<file path="src/rtl/neuron_pkg.sv">
// neuron_pkg: shared FSM state type, Q8.8 constants and output saturation
package neuron_pkg;
    typedef enum logic [1:0] {IDLE, RUN, DRAIN, DONE} state_t;
    localparam int Q_DATA_W = 16;
    localparam int Q_FRAC_BITS = 8;
    localparam int SAT_IN_W = 64;
    localparam logic signed [SAT_IN_W-1:0] SAT_MAX = 64'sh7FFF;
    localparam logic signed [SAT_IN_W-1:0] SAT_MIN = -64'sh8000;
    function automatic logic [Q_DATA_W-1:0] sat_shift(input logic signed [SAT_IN_W-1:0] a);
        logic signed [SAT_IN_W-1:0] s;
        s = a >>> Q_FRAC_BITS;
        return s > SAT_MAX ? SAT_MAX[Q_DATA_W-1:0] : s < SAT_MIN ? SAT_MIN[Q_DATA_W-1:0] : s[Q_DATA_W-1:0];
    endfunction
endpackage

</file>
<file path="src/rtl/neuron_mac_seq_if.sv">
// neuron_mac_seq_if: input sample stream and result stream of the neuron MAC
interface neuron_mac_seq_if #(parameter int DATA_W = 16);
    logic in_valid;
    logic in_ready;
    logic [DATA_W-1:0] in_data;
    logic out_valid;
    logic out_ready;
    logic [DATA_W-1:0] out_data;
    logic out_fire;
    modport master (output in_valid, in_data, out_ready, input in_ready, out_valid, out_data, out_fire);
    modport slave (input in_valid, in_data, out_ready, output in_ready, out_valid, out_data, out_fire);
endinterface

</file>
<file path="src/rtl/neuron_mac_dp.sv">
// neuron_mac_dp: sample register, signed multiply, accumulator and saturated output register
module neuron_mac_dp
    import neuron_pkg::*;
#(
    parameter int DATA_W = Q_DATA_W,
    parameter int ACC_W = 40
) (
    input  logic clk,
    input  logic rst_n,
    input  logic clr,
    input  logic load,
    input  logic cap,
    input  logic [DATA_W-1:0] x_in,
    input  logic [DATA_W-1:0] w,
    output logic [DATA_W-1:0] out_data,
    output logic out_fire
);
    logic signed [DATA_W-1:0] x_q;
    logic pend;
    logic signed [ACC_W-1:0] acc;
    logic signed [ACC_W-1:0] acc_nxt;
    logic signed [2*DATA_W-1:0] prod;
    logic [DATA_W-1:0] sat;
    always_comb begin
        prod = (2*DATA_W)'(x_q) * (2*DATA_W)'($signed(w));
        acc_nxt = pend ? acc + ACC_W'(prod) : acc;
        // the result is taken from acc_nxt so the final product lands on DONE entry
        sat = sat_shift(SAT_IN_W'(acc_nxt));
    end
    always_ff @(posedge clk or negedge rst_n) begin
        if (!rst_n) begin
            x_q <= '0;
            pend <= 1'b0;
            acc <= '0;
            out_data <= '0;
            out_fire <= 1'b0;
        end else begin
            if (load) x_q <= x_in;
            pend <= load;
            acc <= clr ? '0 : acc_nxt;
            if (cap) begin
                out_data <= sat;
                out_fire <= !sat[DATA_W-1] && |sat;
            end
        end
    end
endmodule

</file>
<file path="src/rtl/neuron_mac_seq.sv">
// neuron_mac_seq: sequences weight ROM addresses, accepts one sample per weight and
// emits the saturated Q8.8 neuron sum with a step-activation fire bit
module neuron_mac_seq
    import neuron_pkg::*;
#(
    parameter int N_INPUTS = 10,
    parameter int ADDR_BASE = 1,
    parameter int DATA_W = Q_DATA_W,
    parameter int FRAC_BITS = Q_FRAC_BITS,
    parameter int ACC_W = 40
) (
    input  logic clk,
    input  logic rst_n,
    input  logic start,
    neuron_mac_seq_if.slave s,
    output logic [15:0] rom_addr,
    input  logic [DATA_W-1:0] rom_dout,
    output logic busy
);
    localparam int IDX_W = $clog2(N_INPUTS + 1);
    if (ACC_W < 2*DATA_W + $clog2(N_INPUTS) || ACC_W > SAT_IN_W || DATA_W != Q_DATA_W || FRAC_BITS != Q_FRAC_BITS) begin : g_bad_cfg
        $error("neuron_mac_seq: accumulator too narrow or format mismatch");
    end
    state_t state, state_nxt;
    logic [IDX_W-1:0] idx;
    logic accept;
    logic last;
    always_comb begin
        s.in_ready = state == RUN;
        s.out_valid = state == DONE;
        busy = state != IDLE;
        accept = s.in_valid && s.in_ready;
        last = accept && idx == IDX_W'(N_INPUTS - 1);
        rom_addr = state == RUN ? 16'(ADDR_BASE) + 16'(idx) : '0;
        state_nxt = state == IDLE  ? (start ? RUN : IDLE) :
                    state == RUN   ? (last ? DRAIN : RUN) :
                    state == DRAIN ? DONE :
                                     (s.out_ready ? IDLE : DONE);
    end
    always_ff @(posedge clk or negedge rst_n) begin
        if (!rst_n) begin
            state <= IDLE;
            idx <= '0;
        end else begin
            state <= state_nxt;
            if (state == IDLE && start) idx <= '0;
            else if (accept) idx <= idx + IDX_W'(1);
        end
    end
    neuron_mac_dp #(.DATA_W(DATA_W), .ACC_W(ACC_W)) u_dp (
        .clk(clk),
        .rst_n(rst_n),
        .clr(state == IDLE && start),
        .load(accept),
        .cap(state == DRAIN),
        .x_in(s.in_data),
        .w(rom_dout),
        .out_data(s.out_data),
        .out_fire(s.out_fire)
    );
endmodule
</file>
<file path="src/flat_wrapper.sv">
// flat-port wrapper written by rule: the top's interface ports become plain ports
module neuron_mac_seq_flat import neuron_pkg::*;
#(
    parameter int N_INPUTS = 10,
    parameter int ADDR_BASE = 1,
    parameter int DATA_W = Q_DATA_W,
    parameter int FRAC_BITS = Q_FRAC_BITS,
    parameter int ACC_W = 40
)
  (clk, rst_n, start, rom_addr, rom_dout, busy, s_in_valid, s_in_data, s_out_ready, s_in_ready, s_out_valid, s_out_data, s_out_fire);
  neuron_mac_seq_if #(.DATA_W(DATA_W)) s_i ();
  input  logic clk;
  input  logic rst_n;
  input  logic start;
  output logic [15:0] rom_addr;
  input  logic [DATA_W-1:0] rom_dout;
  output logic busy;
  input wire logic [$bits(s_i.in_valid)-1:0] s_in_valid;
  input wire logic [$bits(s_i.in_data)-1:0] s_in_data;
  input wire logic [$bits(s_i.out_ready)-1:0] s_out_ready;
  output wire logic [$bits(s_i.in_ready)-1:0] s_in_ready;
  output wire logic [$bits(s_i.out_valid)-1:0] s_out_valid;
  output wire logic [$bits(s_i.out_data)-1:0] s_out_data;
  output wire logic [$bits(s_i.out_fire)-1:0] s_out_fire;
  assign s_i.in_valid = s_in_valid;
  assign s_i.in_data = s_in_data;
  assign s_i.out_ready = s_out_ready;
  assign s_in_ready = s_i.in_ready;
  assign s_out_valid = s_i.out_valid;
  assign s_out_data = s_i.out_data;
  assign s_out_fire = s_i.out_fire;
  neuron_mac_seq #(.N_INPUTS(N_INPUTS), .ADDR_BASE(ADDR_BASE), .DATA_W(DATA_W), .FRAC_BITS(FRAC_BITS), .ACC_W(ACC_W)) u_core (.clk(clk), .rst_n(rst_n), .start(start), .s(s_i), .rom_addr(rom_addr), .rom_dout(rom_dout), .busy(busy));
endmodule
</file>
<file path="config.mk">
export PLATFORM = sky130hd
export DESIGN_NAME = neuron_mac_seq_flat
export DESIGN_NICKNAME = d
export VERILOG_FILES = /design/src/rtl/neuron_pkg.sv /design/src/rtl/neuron_mac_seq_if.sv /design/src/rtl/neuron_mac_dp.sv /design/src/rtl/neuron_mac_seq.sv /design/src/flat_wrapper.sv
export SDC_FILE = /design/constraint.sdc
export NUM_CORES = 1
export LEC_CHECK = 0
export BUFFER_PORTS_ARGS = -buffer_cell sky130_fd_sc_hd__clkbuf_2
export CORE_MARGIN = 5
export CORE_UTILIZATION = 45
export CTS_BUF_LIST = sky130_fd_sc_hd__clkbuf_4
export CTS_CLUSTER_SIZE = 30
export DETAILED_ROUTE_END_ITERATION = 10
export PLACE_DENSITY = 0.63
export SLEW_MARGIN = 20
export SYNTH_ARGS = -nofsm -noshare
export SYNTH_HDL_FRONTEND = slang
export SYNTH_SLANG_ARGS = --single-unit
</file>
<file path="constraint.sdc">
create_clock -name clk -period 8.3 [get_ports clk]
set_clock_uncertainty 0.05 [all_clocks]
set_input_delay 0 -clock clk [delete_from_list [all_inputs] [get_ports clk]]
set_output_delay 0 -clock clk [all_outputs]
set_load 0.01 [all_outputs]
</file>
; Yosys cells after proc, flatten, opt, wreduce, memory -nomap -nowiden
; Index checks and enable logic that the tools add are counted.
[op_classes]
addsub = 3
mul = 1
n_lt_le_gt_ge = 2
eq_ne = 4
mux = 13
n_reduce_logical = 10
[ops]
columns = operator, count
row1 = $mux W40, 2
row2 = $mux W16, 3
row3 = $add A40 B32 Y40, 1
row4 = $gt A32 B16 Y1 const B, 1
row5 = $lt A32 B16 Y1 const B, 1
row6 = $mul A16 B16 Y32, 1
row7 = $reduce_or A16 Y1, 1
row8 = $mux W2, 5
row9 = $mux W4, 2
row10 = $reduce_bool A2 Y1, 3
row11 = $add A1 B4 Y5 const A, 1
row12 = $add A4 B1 Y4 const B, 1
row13 = $eq A2 B2 Y1 const B, 2
row14 = $eq A4 B4 Y1 const B, 1
row15 = $logic_and A1 B1 Y1, 4
row16 = $eq A2 B1 Y1 const B, 1
row17 = $logic_not A2 Y1, 1
row18 = $logic_not A1 Y1, 1
row19 = $mux W1, 1
[word_totals]
register_bits = 80
input_bits = 37
out_inout_bits = 36

; Depth between registers and ports, before layout
[logic_depth]
ltp_word = 8
ltp_mapped = 28

; Cells and area by module
; From an unflattened synthesis, not the netlist that was laid out.
[hier_totals]
hier_cells = 1759
hier_area_um2 = 16488.3
[modules_own_cells]
columns = mod, n_inst, cells_per_inst, area_each_um2
row1 = neuron_mac_dp, 1, 1697, 15999.1
row2 = neuron_mac_seq, 1, 62, 489.2

; Worst setup path before layout
; No wires, ideal clock.
[synth_timing]
path_kind = register to register
startpoint = reg u_core.u_dp.x_q[15]
endpoint = reg u_core.u_dp.out_data[10]
arrival_ns = 6.943
required_ns = 8.121
setup_slack_ns = 1.178
path_stages_with_launch = 27
period_less_slack_ns = 7.122
cell_sequence = dfrtp_1 > clkbuf_1 > nand2_1 > inv_1 > fa_1 > fa_1 > inv_1 > fa_1 > fa_1 > inv_1 > fa_1 > inv_1 > fa_1 > inv_1 > ha_1 > clkbuf_1 > and2_1 > and3_1 > a221oi_1 > nor3_1 > a21oi_1 > nand3_1 > nor4_1 > nand4_1 > o21ai_2 > buf_6 > o22ai_1
[synth_between]
elab_chain_len = 6
[synth_rtl]
columns = element, line_no
row1 = "start, declared", neuron_mac_dp.sv:18  ; logic signed [DATA_W-1:0] x_q;
row2 = "start signal, assigned", neuron_mac_dp.sv:38  ; if (load) x_q <= x_in;
row3 = $mul A16 B16 Y32 (*), neuron_mac_dp.sv:25  ; prod = (2*DATA_W)'(x_q) * (2*DATA_W)'($signed(w));
row4 = $add A40 B32 Y40 (*), neuron_mac_dp.sv:26  ; acc_nxt = pend ? acc + ACC_W'(prod) : acc;
row5 = $mux W40 (*), neuron_mac_dp.sv:26
row6 = $lt A32 B16 Y1, neuron_pkg.sv:12  ; return s > SAT_MAX ? SAT_MAX[Q_DATA_W-1:0] : s < SAT_MIN ? SAT_MIN[Q_DATA_W-1:0] : s[Q_DATA_W-1:0];
row7 = $mux W16, neuron_pkg.sv:12
row8 = $mux W16 (*), neuron_pkg.sv:12
row9 = "end signal, assigned", neuron_mac_dp.sv:42  ; out_data <= sat;
row10 = "end, declared", neuron_mac_dp.sv:15  ; output logic [DATA_W-1:0] out_data,
; Every way passes the cells marked *; elsewhere a longest branch is shown, timed or not. The select of a mux whose other input is x is not followed.
; A chain may end at the register's enable or synchronous reset.

; Final worst setup path
[layout_timing]
startpoint = reg u_core.u_dp.x_q[15]
endpoint = reg u_core.u_dp.out_data[14]
; Same word-level chain as after synthesis.

==> impl_metrics.env <==
export IMPL_clock_path_buffers=2
export IMPL_insertion_delay_ns=0.50
export IMPL_clock_fmax_ghz=0.129
export IMPL_slew_headroom=0.285
export IMPL_synth_top_area_share=0.393
export IMPL_vias=12200
export IMPL_antenna_found_initial=1
export IMPL_die_area_um2=41300
export IMPL_cts_root_buf="clkbuf_4"
export IMPL_n_fill_cell=3512
export IMPL_critical_path_class="register to register"
export IMPL_firstDrtPassIters=5
export IMPL_cts_buffers=9
export IMPL_htreeDepth=3
export IMPL_io_pin_count=73
export IMPL_worst_pin_slew_ns=1.07
export IMPL_synth_edf_count=0
export IMPL_fp_dieW_um=203
export IMPL_setup_tns_ns=0
export IMPL_portBuffers=61
export IMPL_clock_sinks=80
export IMPL_ant_nets=0
export IMPL_drc_errors=0
export IMPL_fin_crit_sh=0.935
export IMPL_multiInputGateArea_um2=12900
export IMPL_cts_setup_buffers=0
export IMPL_vias_per_cell=5.16
export IMPL_hold_path_depth=5
export IMPL_cap_violations=0
export IMPL_grt_max_degree=62
export IMPL_drtIter0Drc=637
export IMPL_synthArstFlopShare=1.00
export IMPL_nets=2383
export IMPL_syn_inst=1863
export IMPL_end_kind="register"
export IMPL_yosysSeqAreaShare=0.119
export IMPL_grt_first_pass_wirelength_mm=71.2
export IMPL_drv_slew=0
export IMPL_wl_mm=41.2
export IMPL_synth_distinct_cells=76
export IMPL_hpwl_mm=34.8
export IMPL_period_needed_ns=7.76
export IMPL_grt_remaining_overflow=0
export IMPL_hold_path_class="input port to register"
export IMPL_outcome="complete, no violations"
export IMPL_critPathRequiredTime_ns=8.61
export IMPL_start_kind="register"
export IMPL_num_rows=70
export IMPL_tritoncts="done"
export IMPL_syn2layout_area_growth_pct=6.30
export IMPL_synthTopCellsByArea="fa_1 (39%), dfrtp_1 (12%), inv_1 (9.1%)"
export IMPL_gp_congestion=0.910
export IMPL_arrival_ns=8.06
export IMPL_start_util=0.458
export IMPL_fin_util=0.486
export IMPL_yosysWarnings=0
export IMPL_die_y_um=203
export IMPL_yosys_top_cells_count="inv_1 (406), fa_1 (330), nand2_1 (231)"
export IMPL_reg2regPathDepth=23
export IMPL_hold_viol_final=0
export IMPL_yosys_cell_count_top_type="inv_1"
export IMPL_drt_wirelength_per_cell_um=17.3
export IMPL_synth_top_area_cell="fa_1"
export IMPL_synth_area_um2=16800
export IMPL_rsz0062_at_grt="false"
export IMPL_register_area_um2=2000
export IMPL_core_area_um2=36700
export IMPL_finalSetupViolCount=0
export IMPL_avgSynthCellArea_um2=9.01
export IMPL_ys_ff_latch=80
export IMPL_drive_above_1_share=0.0720
export IMPL_clk_pin_slew_ns=0.17
export IMPL_grtUsageTotal=0.212
export IMPL_worst_path_max_fanout=17
export IMPL_synth_ff_type="dfrtp_1"
export IMPL_grt_pass1_vias=13200
[placed cells by master (no fill, tap or decap), types with 6 or more instances in the layout]
| cell type | synthesis | layout |
|---|---|---|
| inv_1 | 406 | 406 |
| fa_1 | 330 | 330 |
| nand2_1 | 231 | 231 |
| and2_1 | 126 | 126 |
| ha_1 | 117 | 117 |
| nor2_1 | 96 | 95 |
| dfrtp_1 | 80 | 78 |
| clkbuf_2 | 2 | 60 |
| a21oi_1 | 56 | 56 |
| o21ai_0 | 40 | 40 |
| nand3_1 | 21 | 21 |
| xnor2_1 | 21 | 21 |
| dlygate4sd3_1 | 0 | 20 |
| nand4_1 | 19 | 19 |
| buf_4 | 11 | 19 |
| mux2i_1 | 18 | 18 |
| o22ai_1 | 16 | 16 |
| a21o_1 | 15 | 15 |
| nor2b_1 | 15 | 15 |
| xor2_1 | 13 | 13 |
| and3_1 | 12 | 12 |
| or2_2 | 11 | 11 |
| conb_1 | 1 | 11 |
| clkbuf_4 | 0 | 10 |
| o21bai_1 | 9 | 9 |
| nor3_1 | 9 | 9 |
| mux2_2 | 9 | 9 |
| o211ai_1 | 8 | 8 |
| a31oi_1 | 7 | 7 |
| a211oi_1 | 7 | 7 |
| nand2b_1 | 6 | 6 |
| o21a_1 | 6 | 6 |
[critical path, stage by stage, from the launching register on]
cell and delay [ns]:
dfrtp_2 0.54, nand2_1 0.18, inv_1 0.09, fa_1 0.65, fa_1 0.65, inv_1 0.19
fa_1 0.63, fa_1 0.56, inv_1 0.05, fa_1 0.53, inv_1 0.05, fa_1 0.47
inv_1 0.05, ha_1 0.39, a21oi_1 0.37, nor2b_1 0.08, o21ai_0 0.33, nor2b_1 0.23
a31oi_1 0.15, or3_1 0.42, a21oi_2 0.20, nor2_1 0.11, a41oi_4 0.47, o22ai_1 0.16
[through the flow]
stage,worst slack (ns),hold WS (ns),area [µm²],instances
after CTS,0.428,0.0613,17800,2372
final,0.543,0.0966,17800,2373
after global placement,0.624,-0.124,17500,2335
after detailed placement,0.493,-0.124,17500,2335
after floorplan,1.18,-0.346,16800,1873
after global routing,0.0571,0.100,17800,2373
[sequential cells by signal, summed over array words and instances, names as in the netlist]
name	count
u_core.idx	4
u_core.u_dp.x_q	16
u_core.u_dp.acc	40
u_core.u_dp.out_data	16
u_core.u_dp.pend	1
u_core.state	2
u_core.u_dp.out_fire	1
[logic make-up after synthesis]
logic type,after synthesis,share of synthesized area
compound gates,212,0.0860
simple gates,569,0.164
flops,80,0.119
fa+ha+maj,447,0.481
xor+xnor,34,0.0177
mux,27,0.0168
buf+inv,493,0.115
other cells,1,0.000223
[layout make-up]
class | count | share of cell area
antenna | 1 | 0.000140
clock buffer | 10 | 0.00421
clock inverter | 6 | 0.00505
inverter | 408 | 0.0858
multi-input combinational | 1300 | 0.723
sequential | 80 | 0.112
tap | 468 | 0.0328
timing repair buffer | 100 | 0.0372
[metal layers]
metal | up-vias | track usage | wire, µm
li1 | 5764 | - | -
met3 | 50 | 0.0280 | 1720
met5 | - | 0 | 0
met2 | 255 | 0.317 | 18200
met1 | 6167 | 0.327 | 20300
met4 | 0 | 0.0556 | 1000
[final timing paths]
path	from	to	slack, ns
setup / recovery	u_core.u_dp.x_q[15]	u_core.u_dp.out_data[14]	0.54
hold / removal	start	u_core.u_dp.acc[29]	0.1
setup reg to reg	u_core.u_dp.x_q[15]	u_core.u_dp.out_data[14]	0.54
hold reg to reg	u_core.u_dp.out_data[15]	u_core.u_dp.out_data[15]	0.47
max in group asynchronous	rst_n	u_core.u_dp.pend	6.88
min in group asynchronous	rst_n	u_core.u_dp.x_q[15]	0.48
[repair_timing]
| item | CTS | global route |
|---|---|---|
| hold buffers | 21 | 0 |
| gates resized for setup | 0 | 1 |
| endpoints found under the setup margin | 0 | 16 |
| hold endpoints to repair | 98 | 0 |
Power is not shown: default switching activity piles up to over one toggle a cycle in this logic, so the estimate is an artifact.
